--- src/rtl/axi_lite_slave.sv ---
// AXI4-Lite register slave: NUM_REGS word registers with byte strobes.
// Independent write/read FSMs; out-of-range accesses answer SLVERR.
module axi_lite_slave #(
  parameter int ADDR_WIDTH = 32,
  parameter int DATA_WIDTH = 32,
  parameter int NUM_REGS   = 8
) (
  input  logic                    clk,
  input  logic                    rst,
  // write address channel
  input  logic [ADDR_WIDTH-1:0]   AWADDR,
  input  logic                    AWVALID,
  output logic                    AWREADY,
  // write data channel
  input  logic [DATA_WIDTH-1:0]   WDATA,
  input  logic [DATA_WIDTH/8-1:0] WSTRB,
  input  logic                    WVALID,
  output logic                    WREADY,
  // write response channel
  output logic [1:0]              BRESP,
  output logic                    BVALID,
  input  logic                    BREADY,
  // read address channel
  input  logic [ADDR_WIDTH-1:0]   ARADDR,
  input  logic                    ARVALID,
  output logic                    ARREADY,
  // read data channel
  output logic [DATA_WIDTH-1:0]   RDATA,
  output logic [1:0]              RRESP,
  output logic                    RVALID,
  input  logic                    RREADY
);

  localparam int NB    = DATA_WIDTH / 8;
  localparam int IDX_W = (NUM_REGS > 1) ? $clog2(NUM_REGS) : 1;
  localparam logic [ADDR_WIDTH-1:0] ADDR_LIMIT = ADDR_WIDTH'(NUM_REGS * 4);
  localparam logic [1:0] RESP_OKAY   = 2'b00;
  localparam logic [1:0] RESP_SLVERR = 2'b10;

  typedef enum logic [1:0] {W_IDLE, W_HAVE_ADDR, W_HAVE_DATA, W_RESP} w_state_t;
  typedef enum logic {R_IDLE, R_RESP} r_state_t;

  // ---------------------------------------------------------------- write path
  w_state_t              w_state_reg, w_state_next;
  logic                  aw_ready, w_ready, aw_hs, w_hs, wr_commit;
  logic [ADDR_WIDTH-1:0] awaddr_reg, wr_addr;
  logic [DATA_WIDTH-1:0] wdata_reg, wr_data;
  logic [NB-1:0]         wstrb_reg, wr_strb;
  logic [1:0]            bresp_reg;
  logic                  wr_addr_ok;
  logic [IDX_W-1:0]      wr_idx;

  always_comb begin
    w_state_next = w_state_reg;
    aw_ready     = 1'b0;
    w_ready      = 1'b0;
    case (w_state_reg)
      W_IDLE:      begin aw_ready = 1'b1; w_ready = 1'b1; end
      W_HAVE_ADDR: w_ready  = 1'b1;
      W_HAVE_DATA: aw_ready = 1'b1;
      W_RESP:      ;
    endcase
    // READYs must read 0 for as long as reset is held, not just after the edge
    if (rst) begin
      aw_ready = 1'b0;
      w_ready  = 1'b0;
    end
    aw_hs = AWVALID && aw_ready;
    w_hs  = WVALID && w_ready;
    case (w_state_reg)
      W_IDLE: begin
        if (aw_hs && w_hs) w_state_next = W_RESP;
        else if (aw_hs)    w_state_next = W_HAVE_ADDR;
        else if (w_hs)     w_state_next = W_HAVE_DATA;
      end
      W_HAVE_ADDR: if (w_hs)   w_state_next = W_RESP;
      W_HAVE_DATA: if (aw_hs)  w_state_next = W_RESP;
      W_RESP:      if (BREADY) w_state_next = W_IDLE;
    endcase
    wr_commit = (w_state_reg != W_RESP) && (w_state_next == W_RESP);
  end

  // The beat completing the pair is taken straight from the bus; the other from its holding register.
  assign wr_addr    = aw_hs ? AWADDR : awaddr_reg;
  assign wr_data    = w_hs ? WDATA : wdata_reg;
  assign wr_strb    = w_hs ? WSTRB : wstrb_reg;
  assign wr_addr_ok = (wr_addr < ADDR_LIMIT);
  assign wr_idx     = wr_addr[IDX_W+1:2];

  always_ff @(posedge clk or posedge rst) begin
    if (rst) begin
      w_state_reg <= W_IDLE;
      awaddr_reg  <= '0;
      wdata_reg   <= '0;
      wstrb_reg   <= '0;
      bresp_reg   <= RESP_OKAY;
    end else begin
      w_state_reg <= w_state_next;
      if (aw_hs) awaddr_reg <= AWADDR;
      if (w_hs) begin
        wdata_reg <= WDATA;
        wstrb_reg <= WSTRB;
      end
      if (wr_commit) bresp_reg <= wr_addr_ok ? RESP_OKAY : RESP_SLVERR;
    end
  end

  assign AWREADY = aw_ready;
  assign WREADY  = w_ready;
  assign BVALID  = (w_state_reg == W_RESP) && !rst;
  assign BRESP   = BVALID ? bresp_reg : 2'b00;

  // ------------------------------------------------------------ register file
  logic [NUM_REGS-1:0][NB-1:0] byte_we;
  logic [DATA_WIDTH-1:0]       regs [NUM_REGS];

  genvar gi, gj;
  generate
    for (gi = 0; gi < NUM_REGS; gi++) begin : g_reg
      for (gj = 0; gj < NB; gj++) begin : g_lane
        assign byte_we[gi][gj] = wr_commit && wr_addr_ok && (wr_idx == IDX_W'(gi)) && wr_strb[gj];
      end
    end
  endgenerate

  always_ff @(posedge clk or posedge rst) begin
    if (rst) begin
      for (int i = 0; i < NUM_REGS; i++) regs[i] <= '0;
    end else begin
      for (int i = 0; i < NUM_REGS; i++)
        for (int j = 0; j < NB; j++)
          if (byte_we[i][j]) regs[i][8*j +: 8] <= wr_data[8*j +: 8];
    end
  end

  // ----------------------------------------------------------------- read path
  r_state_t              r_state_reg, r_state_next;
  logic                  ar_ready, ar_hs, rd_addr_ok;
  logic [IDX_W-1:0]      rd_idx;
  logic [DATA_WIDTH-1:0] rdata_reg;
  logic [1:0]            rresp_reg;

  always_comb begin
    r_state_next = r_state_reg;
    ar_ready     = (r_state_reg == R_IDLE) && !rst;
    ar_hs        = ARVALID && ar_ready;
    case (r_state_reg)
      R_IDLE: if (ar_hs)  r_state_next = R_RESP;
      R_RESP: if (RREADY) r_state_next = R_IDLE;
    endcase
  end

  assign rd_addr_ok = (ARADDR < ADDR_LIMIT);
  assign rd_idx     = ARADDR[IDX_W+1:2];

  // Non-blocking sampling of regs yields the pre-write value on a colliding edge.
  always_ff @(posedge clk or posedge rst) begin
    if (rst) begin
      r_state_reg <= R_IDLE;
      rdata_reg   <= '0;
      rresp_reg   <= RESP_OKAY;
    end else begin
      r_state_reg <= r_state_next;
      if (ar_hs) begin
        rdata_reg <= rd_addr_ok ? regs[rd_idx] : '0;
        rresp_reg <= rd_addr_ok ? RESP_OKAY : RESP_SLVERR;
      end
    end
  end

  assign ARREADY = ar_ready;
  assign RVALID  = (r_state_reg == R_RESP) && !rst;
  assign RDATA   = RVALID ? rdata_reg : '0;
  assign RRESP   = RVALID ? rresp_reg : 2'b00;

endmodule

--- config.mk ---
export PLATFORM = sky130hd
export DESIGN_NAME = axi_lite_slave
export DESIGN_NICKNAME = d
export VERILOG_FILES = /design/src/rtl/axi_lite_slave.sv
export SDC_FILE = /design/constraint.sdc
export NUM_CORES = 1
export LEC_CHECK = 0
export ABC_CLOCK_PERIOD_IN_PS = 19000
export CORE_MARGIN = 2
export CORE_UTILIZATION = 40
export CTS_CLUSTER_SIZE = 30
export DETAILED_ROUTE_END_ITERATION = 8
export GPL_TIMING_DRIVEN = 0
export MAX_ROUTING_LAYER = met4
export PLACE_DENSITY = 0.61
export SKIP_LAST_GASP = 1
export SYNTH_ARGS = -nofsm -noshare
export SYNTH_HDL_FRONTEND = slang
export SYNTH_SLANG_ARGS = --single-unit
--- constraint.sdc ---
create_clock -name clk -period 19 [get_ports clk]
set_input_delay 3.8 -clock clk [delete_from_list [all_inputs] [get_ports clk]]
set_output_delay 3.8 -clock clk [all_outputs]
set_load 0.02 [all_outputs]
### Yosys cells after proc, flatten, opt, wreduce, memory -nomap -nowiden

Index checks and enable logic that the tools add are counted.

| word-level totals | value |
|---|---|
| output and inout port bits | 41 |
| register bits | 363 |
| logic and storage cells | 137 |

| cells by class | value |
|---|---|
| equality and inequality tests | 12 |
| multiplexer cells | 26 |
| magnitude comparators | 3 |
| reduce and logical (&&, ||, !) cells | 54 |
| bitwise gates (word level) | 2 |

Operators with widths:

| operator | number |
|---|---|
| $mux 32 | 6 |
| $bmux 32 s3 | 1 |
| $lt 32x6->1 const B | 2 |
| $logic_and 1x1->1 | 49 |
| $mux 2 | 10 |
| $eq 3x3->1 const B | 4 |
| $pmux 2 s4 | 1 |
| $eq 2x2->1 const B | 3 |
| $eq 3x2->1 const B | 2 |
| $mux 1 | 6 |
| $ge 4x4->1 const B | 1 |
| $mux 4 | 1 |
| $not 3->4 | 1 |
| $reduce_or 2->1 | 2 |
| $eq 3x1->1 const B | 1 |
| $logic_not 3->1 | 1 |
| $eq 2x1->1 const B | 1 |
| $logic_not 2->1 | 1 |
| $ne 2x2->1 const B | 1 |
| $pmux 1 s2 | 1 |
| $logic_not 1->1 | 1 |
| $not 1->1 | 1 |

### Depth between registers and ports, before layout

| logic depth | value |
|---|---|
| word-level depth | 14 |
| depth in mapped cells | 8 |

### Worst setup path before layout

OpenSTA, ideal clock, no wires.

| timing path | value |
|---|---|
| path type | input -> output |
| from | input port rst |
| to | output port RDATA[22] |
| required time | 15200 ps |
| arrival time | 15945 ps |
| setup slack | -745 ps |
| stages | 4 |
| path buffers | 2 |
| cells stage by stage | buf_2 > inv_1 > clkbuf_1 > and3_1 |

| on the way | value |
|---|---|
| longest elaborated chain between the ends | 3 |

RTL lines:

| what | RTL line | source |
|---|---|---|
| from (decl) | 9 | `input logic rst,` |
| $logic_not 1->1 | 172 | `assign RVALID = (r_state_reg == R_RESP) && !rst;` |
| $logic_and 1x1->1 | 172 |  |
| $mux 32 | 173 | `assign RDATA = RVALID ? rdata_reg : '0;` |
| to (decl) | 28 | `output logic [DATA_WIDTH-1:0] RDATA,` |

Every way passes these cells.

### Final worst setup path

| timing path | value |
|---|---|
| from | input port rst |
| to | output port RDATA[29] |

Same word-level chain as after synthesis.

==> impl_results.html <==
<table>
<tr><th>Metric</th><th>Value</th></tr>
<tr><th colspan="2">Floorplanning</th></tr>
<tr><td>Std-Cell Rows</td><td>73</td></tr>
<tr><td>Floorplan die area</td><td>between 40,000 and 50,000 µm²</td></tr>
<tr><td>I/O pin cnt</td><td>between 100 and 150</td></tr>
<tr><td>Starting density of the core</td><td>between 40% and 50%</td></tr>
<tr><td>Die height</td><td>just over 200 µm</td></tr>
<tr><td>Core outline area</td><td>39,700 µm²</td></tr>
<tr><td>Die extent in x</td><td>about 200 µm</td></tr>
<tr><th colspan="2">Cells and area</th></tr>
<tr><td>Fraction of final layout cells with drive strength greater than 1</td><td>between 30% and 40%</td></tr>
<tr><td>Area of combinational cells with multiple inputs</td><td>about 6900 µm²</td></tr>
<tr><td>Number of fillers in the final layout</td><td>between 3,000 and 4,000</td></tr>
<tr><td>Number of diodes added for antenna fixing</td><td>0</td></tr>
<tr><td>Flip-flop count of the largest register after layout</td><td>~260</td></tr>
<tr><td>Total number of nets in the final design</td><td>~1,400</td></tr>
<tr><td>Area growth from synthesis to layout</td><td>21.0%</td></tr>
<tr><td>Register cell area after layout</td><td>roughly 9000 µm²</td></tr>
<tr><th colspan="2">Placed design</th></tr>
<tr><td>Number of port buffers</td><td>about 140</td></tr>
<tr><td>HPWL Detailed</td><td>roughly 27 mm</td></tr>
<tr><td>Final weighted congestion in routability-driven placement</td><td>between 0.7 and 0.8</td></tr>
<tr><td>Worst slack at placement</td><td>about 8 ns</td></tr>
<tr><th colspan="2">Yosys</th></tr>
<tr><td>Count of unique library cells instantiated by Yosys</td><td>42</td></tr>
<tr><td>Average cell area after synthesis</td><td>14.5 µm²</td></tr>
<tr><td>Combinational family with the most area after synthesis</td><td>multiplexers</td></tr>
<tr><td>YS warnings</td><td>0</td></tr>
<tr><td>EDFF count, synth</td><td>0</td></tr>
<tr><td>Area fraction in compound gates after synthesis</td><td>1.94%</td></tr>
<tr><td>Synth top area cells</td><td>dfrtp_1 56%, mux2_2 20%, mux4_2 9.0%, nand2_1 3.0%, mux2i_1 2.4%</td></tr>
<tr><td>Seq/Total Area, Yosys</td><td>~56%</td></tr>
<tr><td>#FFs+latches synth</td><td>roughly 360</td></tr>
<tr><td>Post-synth ARST share</td><td>between 90% and 100%</td></tr>
<tr><td>Adder-Cell Fraction of Synth Area</td><td>0%</td></tr>
<tr><td>Dominant synthesized flop cell</td><td>dfrtp_1</td></tr>
<tr><td>Area share of and/or/nand/nor cells after synthesis</td><td>under 10%</td></tr>
<tr><td>XOR/XNOR share of the synthesized area</td><td>0%</td></tr>
<tr><td>Cell type with the largest total area after synthesis</td><td>dfrtp_1</td></tr>
<tr><td>Proportion of netlist area held by the largest area contributor</td><td>a little under three fifths</td></tr>
<tr><td>Mapped Cells</td><td>roughly 1,100</td></tr>
<tr><td>Syn Std Cell Area</td><td>~16,000 µm²</td></tr>
<tr><td>Share of cell area taken by muxes after synthesis</td><td>between 30% and 40%</td></tr>
<tr><th colspan="2">Power and ir drop</th></tr>
<tr><td>Power density over cell area</td><td>98.7 nW/µm²</td></tr>
<tr><td>Pwr Total</td><td>about 1900 µW</td></tr>
<tr><td>Static power due to leakage</td><td>0.00915 µW</td></tr>
<tr><td>Max IR drop VDD</td><td>0.0000523 V</td></tr>
<tr><th colspan="2">Route</th></tr>
<tr><td>Drt first-iter violations</td><td>roughly 460</td></tr>
<tr><td>Post-Route WL</td><td>about 40 mm</td></tr>
<tr><td>WL per Instance</td><td>~22 µm</td></tr>
<tr><td>Detailed-router iteration count before antenna repair</td><td>4</td></tr>
<tr><td>Antenna Nets Post-Route</td><td>0</td></tr>
<tr><td>Ratio of routed vias to standard cells</td><td>around 5.3</td></tr>
<tr><td>Routed via count</td><td>between 9,000 and 10,000</td></tr>
<tr><td>DRC violation count after routing</td><td>0</td></tr>
<tr><th colspan="2">Timing</th></tr>
<tr><td>Final critical-path share of the clock period</td><td>between 50% and 60%</td></tr>
<tr><td>Least-Margin Pin Slew</td><td>1.13 ns</td></tr>
<tr><td>Highest attainable clock frequency</td><td>about 0.092 GHz</td></tr>
<tr><td>Slew margin rel.</td><td>22.3%</td></tr>
<tr><td>Smallest setup slack after layout</td><td>between 8 and 9 ns</td></tr>
<tr><td>Fin crit period</td><td>10.90 ns</td></tr>
<tr><td>Final Skew</td><td>~0.020 ns</td></tr>
<tr><td>Final Hold Vio Count</td><td>0</td></tr>
<tr><td>RSZ-0062 raised after global routing</td><td>false</td></tr>
<tr><td>Setup violators final</td><td>0</td></tr>
<tr><td>Final Max Slew Viols</td><td>0</td></tr>
<tr><td>Total negative slack</td><td>0 ns</td></tr>
<tr><th colspan="2">Global route</th></tr>
<tr><td>Global-route wire length before repair</td><td>62.2 mm</td></tr>
<tr><td>Peak-usage layer in the global routing report</td><td>met2</td></tr>
<tr><td>GR Util met3</td><td>under 10%</td></tr>
<tr><td>Total global routing track utilization</td><td>20.3%</td></tr>
<tr><td>Met1 routing resource usage after global routing</td><td>between 20% and 30%</td></tr>
<tr><td>Met2 routing resource usage after global routing</td><td>about a third</td></tr>
<tr><td>Maximum number of pins on one net before global-route repair</td><td>116</td></tr>
<tr><td>Antenna violations before repair</td><td>0</td></tr>
<tr><td>Via count of the first global-routing pass</td><td>about 10,000</td></tr>
<tr><td>GRT overflow</td><td>0</td></tr>
<tr><th colspan="2">Worst setup path</th></tr>
<tr><td>Critical Path Sink Type</td><td>output pin</td></tr>
<tr><td>Critical Path Source Type</td><td>input port</td></tr>
<tr><td>Signal arrival time at the worst endpoint</td><td>7.10 ns</td></tr>
<tr><td>Kind of critical path</td><td>in -&gt; out</td></tr>
<tr><td>Largest fanout of any net on the critical path</td><td>103</td></tr>
<tr><td>Critical Path RT</td><td>~15 ns</td></tr>
<tr><th colspan="2">Clock tree</th></tr>
<tr><td>Post-cts resize count</td><td>0</td></tr>
<tr><td>Inserted Clock Buffers</td><td>39</td></tr>
<tr><td>Post-CTS setup buffer count</td><td>0</td></tr>
<tr><td>Later-pin clock latency in the skew report</td><td>roughly 0.53 ns</td></tr>
<tr><td>CTS Root Cell</td><td>clkbuf_16</td></tr>
<tr><td>Clock input transition at the sequential cells of the worst setup and hold paths</td><td>approximately 0.06 ns</td></tr>
<tr><td>Max H-tree Level</td><td>2</td></tr>
<tr><td>Number of buffers inserted by hold repair at cts</td><td>0</td></tr>
<tr><td>Total clock sinks</td><td>roughly 360</td></tr>
<tr><td>Number of buffers on the longest clock path</td><td>3</td></tr>
<tr><td>CTS tree</td><td>yes</td></tr>
<tr><th colspan="2">Hold path</th></tr>
<tr><td>Path category of the worst min-delay check</td><td>reg -&gt; reg</td></tr>
<tr><th colspan="2">Job</th></tr>
<tr><td>Max-cap violations</td><td>0</td></tr>
<tr><th colspan="2">Run status</th></tr>
<tr><td>Outcome</td><td>completed</td></tr>
</table>
-- synthesized netlist by cell type (all sizes together), types with 2 or more instances --
cell	number
dfrtp	359
mux2	289
nand2	127
mux4	64
mux2i	40
o21ai	33
and3	32
nor4	29
clkbuf	27
buf	22
nand3	22
nor2	13
inv	9
a211oi	8
a21oi	5
nand4	5
nor2b	4
nor3	4
a22oi	2
nor3b	2
-- layout make-up --
class / count / area share (%)
inverters: 9 / 0.174
clock buffers: 59 / 5.91
multi-input cells: 691 / 35.2
plain buffers: 49 / 1.14
clock inverters: 9 / 0.508
well taps: 525 / 3.37
flip-flops and latches: 359 / 46.1
repair buffers: 141 / 7.52
-- critical path, stage by stage --
cell and delay (ns):
clkdlybuf4s50_1 0.44, buf_2 0.25, inv_1 0.24, clkbuf_8 0.55
buf_16 0.42, buf_16 0.44, and3_1 0.25, clkdlybuf4s50_1 0.62
-- power by group --
group          internal [µW]  leakage [µW]  switching [µW]
sequential               837       0.00487            31.0
clock                    444      0.000621             296
combinational            103       0.00366             211
-- cells in the final DEF, fill, tap and decap left out, drive strengths merged, types with 29 or more instances in the layout --
cell type      count
nand2            127
dfrtp            359
clkbuf            86
mux4              64
mux2i             40
and3              32
clkdlybuf4s50    138
nor4              29
mux2             289
o21ai             33
-- worst paths after layout --
path,start,end,slack [ns],cells past startpoint
max in group asynchronous,rst,wdata_reg[6],13.41,6
max,rst,RDATA[29],8.10,8
max reg2reg,w_state_reg[0],regs[185],15.70,7
min reg2reg,rdata_reg[2],rdata_reg[2],0.47,2
min in group asynchronous,rst,regs[127],4.31,4
min,rdata_reg[2],rdata_reg[2],0.47,2
-- cell families after synthesis --
family | Yosys count
mux | 393
flops | 359
simple gates | 243
buf+inv | 58
compound gates | 53
other cells | 1
-- routing by layer --
metal | wire length [µm] | up-vias
li1 | - | 4438
met1 | 18500 | 5127
met2 | 19200 | 191
met3 | 1560 | 48
met4 | 752 | 0
met5 | 0 | -
-- metrics by stage --
stage	cells	instance area [µm²]	hold slack, ns	util, %
6_report	1842	19500	0.471	49.0
3_3_place_gp	1771	18100	0.453	45.6
2_1_floorplan	1108	16100	0.443	-
3_5_place_dp	1774	18200	0.463	45.9
5_1_grt	1842	19500	0.496	49.0
4_1_cts	1842	19500	0.476	49.0
Note: power is estimated with default switching activity, not from simulation.
